## src/rtl/hazard_pkg.sv

```systemverilog
// Shared definitions for the hazard controller: forwarding select encodings,
// the default register-index width and type, and the forwarding priority helper.
package hazard_pkg;
  localparam int REG_AW_DEF = 5;

  localparam logic [1:0] FWD_RF = 2'b00;
  localparam logic [1:0] FWD_W  = 2'b01;
  localparam logic [1:0] FWD_M  = 2'b10;

  typedef logic [REG_AW_DEF-1:0] reg_idx_t;

  // Memory stage holds the younger result, so it wins over Writeback.
  function automatic logic [1:0] fwd_sel(input logic hit_m, input logic hit_w);
    if (hit_m)      return FWD_M;
    else if (hit_w) return FWD_W;
    else            return FWD_RF;
  endfunction
endpackage

```

## src/rtl/md_scoreboard.sv

```systemverilog
// Single-entry scoreboard for one outstanding mul/div result: busy counter,
// completion pulse, and the RAW / structural stall requests it raises.
module md_scoreboard
  import hazard_pkg::*;
#(
  parameter int REG_AW = REG_AW_DEF,
  parameter int MD_LAT = 4,
  parameter int CNT_W  = 4
) (
  input  logic              clk,
  input  logic              rst,
  input  logic              issue,
  input  logic [REG_AW-1:0] rd_issue,
  input  logic [REG_AW-1:0] rs1D,
  input  logic [REG_AW-1:0] rs2D,
  input  logic              mdD,
  output logic              busy,
  output logic              done,
  output logic              stall
);
  localparam logic [CNT_W-1:0] CNT_INIT = CNT_W'(MD_LAT - 1);

  logic [REG_AW-1:0] md_rd;
  logic [CNT_W-1:0]  md_cnt;
  logic              last;
  logic              raw;
  logic              struc;

  always_ff @(posedge clk) begin
    if (rst) begin
      busy   <= 1'b0;
      md_rd  <= '0;
      md_cnt <= '0;
    end else if (issue) begin
      // Also covers a reload in the final busy cycle.
      busy   <= 1'b1;
      md_rd  <= rd_issue;
      md_cnt <= CNT_INIT;
    end else if (busy) begin
      if (md_cnt == '0) busy   <= 1'b0;
      else              md_cnt <= md_cnt - 1'b1;
    end
  end

  assign last  = busy && (md_cnt == '0);
  assign done  = last && !rst;
  assign raw   = busy && (md_rd != '0) && ((rs1D == md_rd) || (rs2D == md_rd));
  assign struc = busy && mdD && !last;
  assign stall = raw || struc;
endmodule

```

## src/rtl/hazard_ctrl_sb.sv

```systemverilog
// Hazard controller: EX forwarding selects, multi-cycle load-use stalls,
// mul/div scoreboard stalls and branch flushes for the 5-stage core.
module hazard_ctrl_sb
  import hazard_pkg::*;
#(
  parameter int REG_AW     = REG_AW_DEF,
  parameter int LOAD_STALL = 1,
  parameter int MD_LAT     = 4,
  parameter int CNT_W      = 4
) (
  input  logic              clk,
  input  logic              rst,
  input  logic [REG_AW-1:0] rs1D,
  input  logic [REG_AW-1:0] rs2D,
  input  logic              mdD,
  input  logic [REG_AW-1:0] rs1E,
  input  logic [REG_AW-1:0] rs2E,
  input  logic [REG_AW-1:0] rdE,
  input  logic              loadE,
  input  logic              mdIssueE,
  input  logic              pcsrcE,
  input  logic [REG_AW-1:0] rdM,
  input  logic              regwrM,
  input  logic [REG_AW-1:0] rdW,
  input  logic              regwrW,
  output logic [1:0]        forwardAE,
  output logic [1:0]        forwardBE,
  output logic              stallF,
  output logic              stallD,
  output logic              flushD,
  output logic              flushE,
  output logic              mdBusy,
  output logic              mdDone
);
  localparam logic [CNT_W-1:0] LU_INIT = CNT_W'(LOAD_STALL - 1);

  logic [CNT_W-1:0] lu_cnt;
  logic             lu_hit;
  logic             lu_stall;
  logic             md_stall;
  logic             any_stall;
  logic             md_issue;

  always_comb begin
    forwardAE = fwd_sel((rs1E == rdM) && regwrM && (rs1E != '0),
                        (rs1E == rdW) && regwrW && (rs1E != '0));
    forwardBE = fwd_sel((rs2E == rdM) && regwrM && (rs2E != '0),
                        (rs2E == rdW) && regwrW && (rs2E != '0));
  end

  assign lu_hit   = loadE && (rdE != '0) && ((rdE == rs1D) || (rdE == rs2D));
  // Once counting, the load has left EX, so the comparator no longer matters.
  assign lu_stall = (lu_cnt != '0) || lu_hit;

  always_ff @(posedge clk) begin
    if (rst || pcsrcE)       lu_cnt <= '0;
    else if (lu_cnt != '0)   lu_cnt <= lu_cnt - 1'b1;
    else if (lu_hit)         lu_cnt <= LU_INIT;
  end

  assign md_issue = mdIssueE && !pcsrcE && !flushE;

  md_scoreboard #(
    .REG_AW (REG_AW),
    .MD_LAT (MD_LAT),
    .CNT_W  (CNT_W)
  ) u_md (
    .clk      (clk),
    .rst      (rst),
    .issue    (md_issue),
    .rd_issue (rdE),
    .rs1D     (rs1D),
    .rs2D     (rs2D),
    .mdD      (mdD),
    .busy     (mdBusy),
    .done     (mdDone),
    .stall    (md_stall)
  );

  assign any_stall = lu_stall || md_stall;
  // A taken branch must let the PC load its target, so it overrides holds.
  assign stallF = any_stall && !pcsrcE && !rst;
  assign stallD = any_stall && !pcsrcE && !rst;
  assign flushD = pcsrcE && !rst;
  assign flushE = (any_stall || pcsrcE) && !rst;
endmodule

```

## config.mk

```make
export PLATFORM = sky130hd
export DESIGN_NAME = hazard_ctrl_sb
export DESIGN_NICKNAME = d
export VERILOG_FILES = /design/src/rtl/hazard_pkg.sv /design/src/rtl/md_scoreboard.sv /design/src/rtl/hazard_ctrl_sb.sv
export SDC_FILE = /design/constraint.sdc
export NUM_CORES = 1
export LEC_CHECK = 0
export ABC_CLOCK_PERIOD_IN_PS = 1790
export CAP_MARGIN = 20
export CORE_ASPECT_RATIO = 1.5
export CORE_MARGIN = 8
export CORE_UTILIZATION = 38
export DETAILED_ROUTE_END_ITERATION = 7
export HOLD_SLACK_MARGIN = 0.08
export PLACE_DENSITY = 0.83
export SLEW_MARGIN = 20
export SYNTH_ARGS = -nofsm -noshare
export SYNTH_HDL_FRONTEND = slang
export SYNTH_SLANG_ARGS = --single-unit
export TNS_END_PERCENT = 20
```

## constraint.sdc

```tcl
create_clock -name clk -period 1.79 [get_ports clk]
set_clock_uncertainty 0.05 [all_clocks]
set_input_delay 0.2685 -clock clk [delete_from_list [all_inputs] [get_ports clk]]
set_output_delay 0.2685 -clock clk [all_outputs]
set_load 0.02 [all_outputs]
```

==> results.sh <==
export IMPL_place_detailed_hpwl_um=3710
export IMPL_area_growth_syn_to_layout_pct=84.4
export IMPL_first_pass_iters=4
export IMPL_wire_per_inst_um=17.9
export IMPL_rsz0062_at_grt="yes"
export IMPL_start_util_pct=38.9
export IMPL_drtIter0Drc=37
export IMPL_ys_top_cells_by_area="dfxtp_1, xor2_1, xnor2_1"
export IMPL_total_power_mw=1.08
export IMPL_tritoncts="yes"
export IMPL_dp_cells=265
export IMPL_row_count=25
export IMPL_startpoint_type="flip-flop"
export IMPL_yosys_register_bits=14
export IMPL_antenna_found_initial=0
export IMPL_synth_area_um2=1210
export IMPL_hold_buffers=0
export IMPL_p_per_area_nw_per_um2=484
export IMPL_dieArea_um2=5270
export IMPL_insertion_delay_ps=250
export IMPL_yosys_area_top_type="dfxtp_1"
export IMPL_reg2reg_depth=7
export IMPL_tightest_slew_ps=371
export IMPL_relSlewSlack_pct=75.1
export IMPL_yosysSeqAreaShare_pct=23.2
export IMPL_cp_end_kind="output pin"
export IMPL_finalNonFillerCells=274
export IMPL_synth_edf_count=0
export IMPL_worstHoldPathType="in -> reg"
export IMPL_hold_violations=0
export IMPL_setup_viol=17
export IMPL_ant_nets=0
export IMPL_slew_viol_final=0
export IMPL_grt_max_degree=12
export IMPL_ys_async_sr_fraction_pct=0
export IMPL_synth_warnings=0
export IMPL_groute_usage_overall_pct=18.5
export IMPL_leakage_nw=0.986
export IMPL_via_per_inst=5.29
export IMPL_crit_type="reg -> out"
export IMPL_hold_depth=3
export IMPL_die_w_um=62
export IMPL_ios=53
export IMPL_grt_ovfl_total=0
export IMPL_drv_cap=0
export IMPL_die_h_um=85
export IMPL_post_route_period_util_pct=115
export IMPL_ir_drop_mv=0.486
export IMPL_cts_buffer_depth=2
export IMPL_fin_nets=280
export IMPL_clkTransAtPathRegs_ps=60
export IMPL_crit_arrival_ps=1740
export IMPL_diodes=0
export IMPL_numCtsBuffers=3
export IMPL_h_tree_depth=1
export IMPL_fin_ws_ps=-271
export IMPL_ys_types=31
export IMPL_syn_inst=143
export IMPL_drc=0
export IMPL_grt_first_pass_wirelength_um=7330
export IMPL_synth_flop_cell="dfxtp_1"
export IMPL_layout_drive_gt1_share_pct=35.9
export IMPL_drt_wl_total_um=4920
export IMPL_max_freq_mhz=485
export IMPL_clock_sinks=14
export IMPL_placeableCoreArea_um2=3100
export IMPL_syn_num_nets=188
export IMPL_required_ps=1470
export IMPL_vias=1449
export IMPL_place_congestion=0.848
export IMPL_fin_util_pct=71.8
export IMPL_crit_fanout=4
export IMPL_finalCriticalPeriod_ps=2060
export IMPL_violations="negative setup slack"
export IMPL_first_global_vias=1632
export IMPL_root_buffer="clkbuf_8"
export IMPL_status="complete, but fails checks"
export IMPL_synth_top_area_share_pct=23.2
export IMPL_avgSynthCellArea_um2=8.43
export IMPL_portBuffers=52
==> placed cells by master, fill, tap and decap left out, types with 5 or more instances in the layout <==
cell type and n:
dfxtp_1 10, nor3_1 9, dlygate4sd2_1 23, nand2_1 5
xnor2_1 14, xor2_1 24, buf_4 40, clkdlybuf4s50_1 14
buf_6 6, nor2_1 7, mux2i_1 5, nand2b_1 9
nor4_4 5
==> worst paths after layout <==
kind	from	endpoint	slack (ps)
min	rdE[2]	u_md.md_rd[2]	450
min reg2reg	u_md.md_rd[2]	u_md.md_rd[2]	460
max reg2reg	u_md.md_rd[2]	u_md.md_rd[1]	-170
max	u_md.md_rd[2]	flushE	-270
==> sequential cells by signal, summed over array words and instances, names as in the netlist <==
| signal | flops |
|---|---|
| lu_cnt | 4 |
| u_md.busy | 1 |
| u_md.md_cnt | 4 |
| u_md.md_rd | 5 |
==> through the flow <==
| step | TNS (ps) | hold WS [ps] | worst slack, ps | area, um2 |
|---|---|---|---|---|
| finish | -2580 | 452 | -271 | 2220 |
| global route | -3890 | 470 | -349 | 2220 |
| CTS | -1750 | 450 | -323 | 2170 |
| detailed placement | -10840 | 479 | -997 | 2080 |
| global placement | -10090 | 466 | -926 | 2080 |
| floorplan | -911 | 373 | -103 | 1280 |
==> cell type report <==
class | instances | area, um2
flip-flops and latches | 14 | 285
fillers | 208 | 872
well taps | 40 | 50.0
inverters | 4 | 15.0
clock buffers | 4 | 55.1
multi-input cells | 121 | 1040
repair buffers | 91 | 778
==> synthesized netlist by cell type, types with 2 or more instances <==
library cell and instances:
xnor2_1 18, nand2b_1 9, xor2_1 24, nor4_1 6, a21oi_1 4, ha_1 2
clkbuf_1 3, nor3_1 11, nor2_1 10, dfxtp_1 14, nor4b_1 2, a22oi_1 2
inv_1 4, nand2_1 5, or2b_1 2, mux2i_1 5, o21ai_0 2, o21ba_1 2
or4_1 3, nand4_1 4
==> timing repair <==
item | in CTS | in global routing
pin swaps | 16 | 8
hold endpoints to repair | 0 | 0
gates resized for setup | 83 | 18
setup buffers | 1 | 4
gates cloned | 0 | 0
setup endpoints to repair | 19 | 18
==> where the power goes <==
group / total (mW) / internal, mW / switching, mW
Combinational: 0.420 / 0.226 / 0.193
Clock: 0.315 / 0.195 / 0.120
Sequential: 0.341 / 0.327 / 0.0139
==> worst max-delay path: stages, from the launching register on <==
cell     delay [ps]
dfxtp_2         340
or4_4           510
o21ai_2         140
o22ai_2         130
nor2_4          130
a21oi_1          80
buf_2           160
==> metal layers <==
| layer | part of all wire (%) | up-vias | GRT usage, % |
|---|---|---|---|
| met2 | 53 | 67 | 34.3 |
| met5 | 0 | - | 0 |
| met1 | 34 | 676 | 16.5 |
| met3 | 6.7 | 22 | 4.24 |
| met4 | 5.4 | 0 | 11.5 |
| li1 | - | 684 | - |
==> cells by family (layout without fill, tap and decap cells) <==
| family | after synthesis | after routing | share of synthesized area (%) |
|---|---|---|---|
| simple gates | 56 | 56 | 27.6 |
| xor+xnor | 42 | 42 | 30.5 |
| compound gates | 16 | 16 | 9.65 |
| flops | 14 | 14 | 23.2 |
| buf+inv | 8 | 99 | 2.80 |
| mux | 5 | 5 | 4.15 |
| fa+ha+maj | 2 | 2 | 2.07 |
Note: power is estimated with default switching activity, not from simulation.
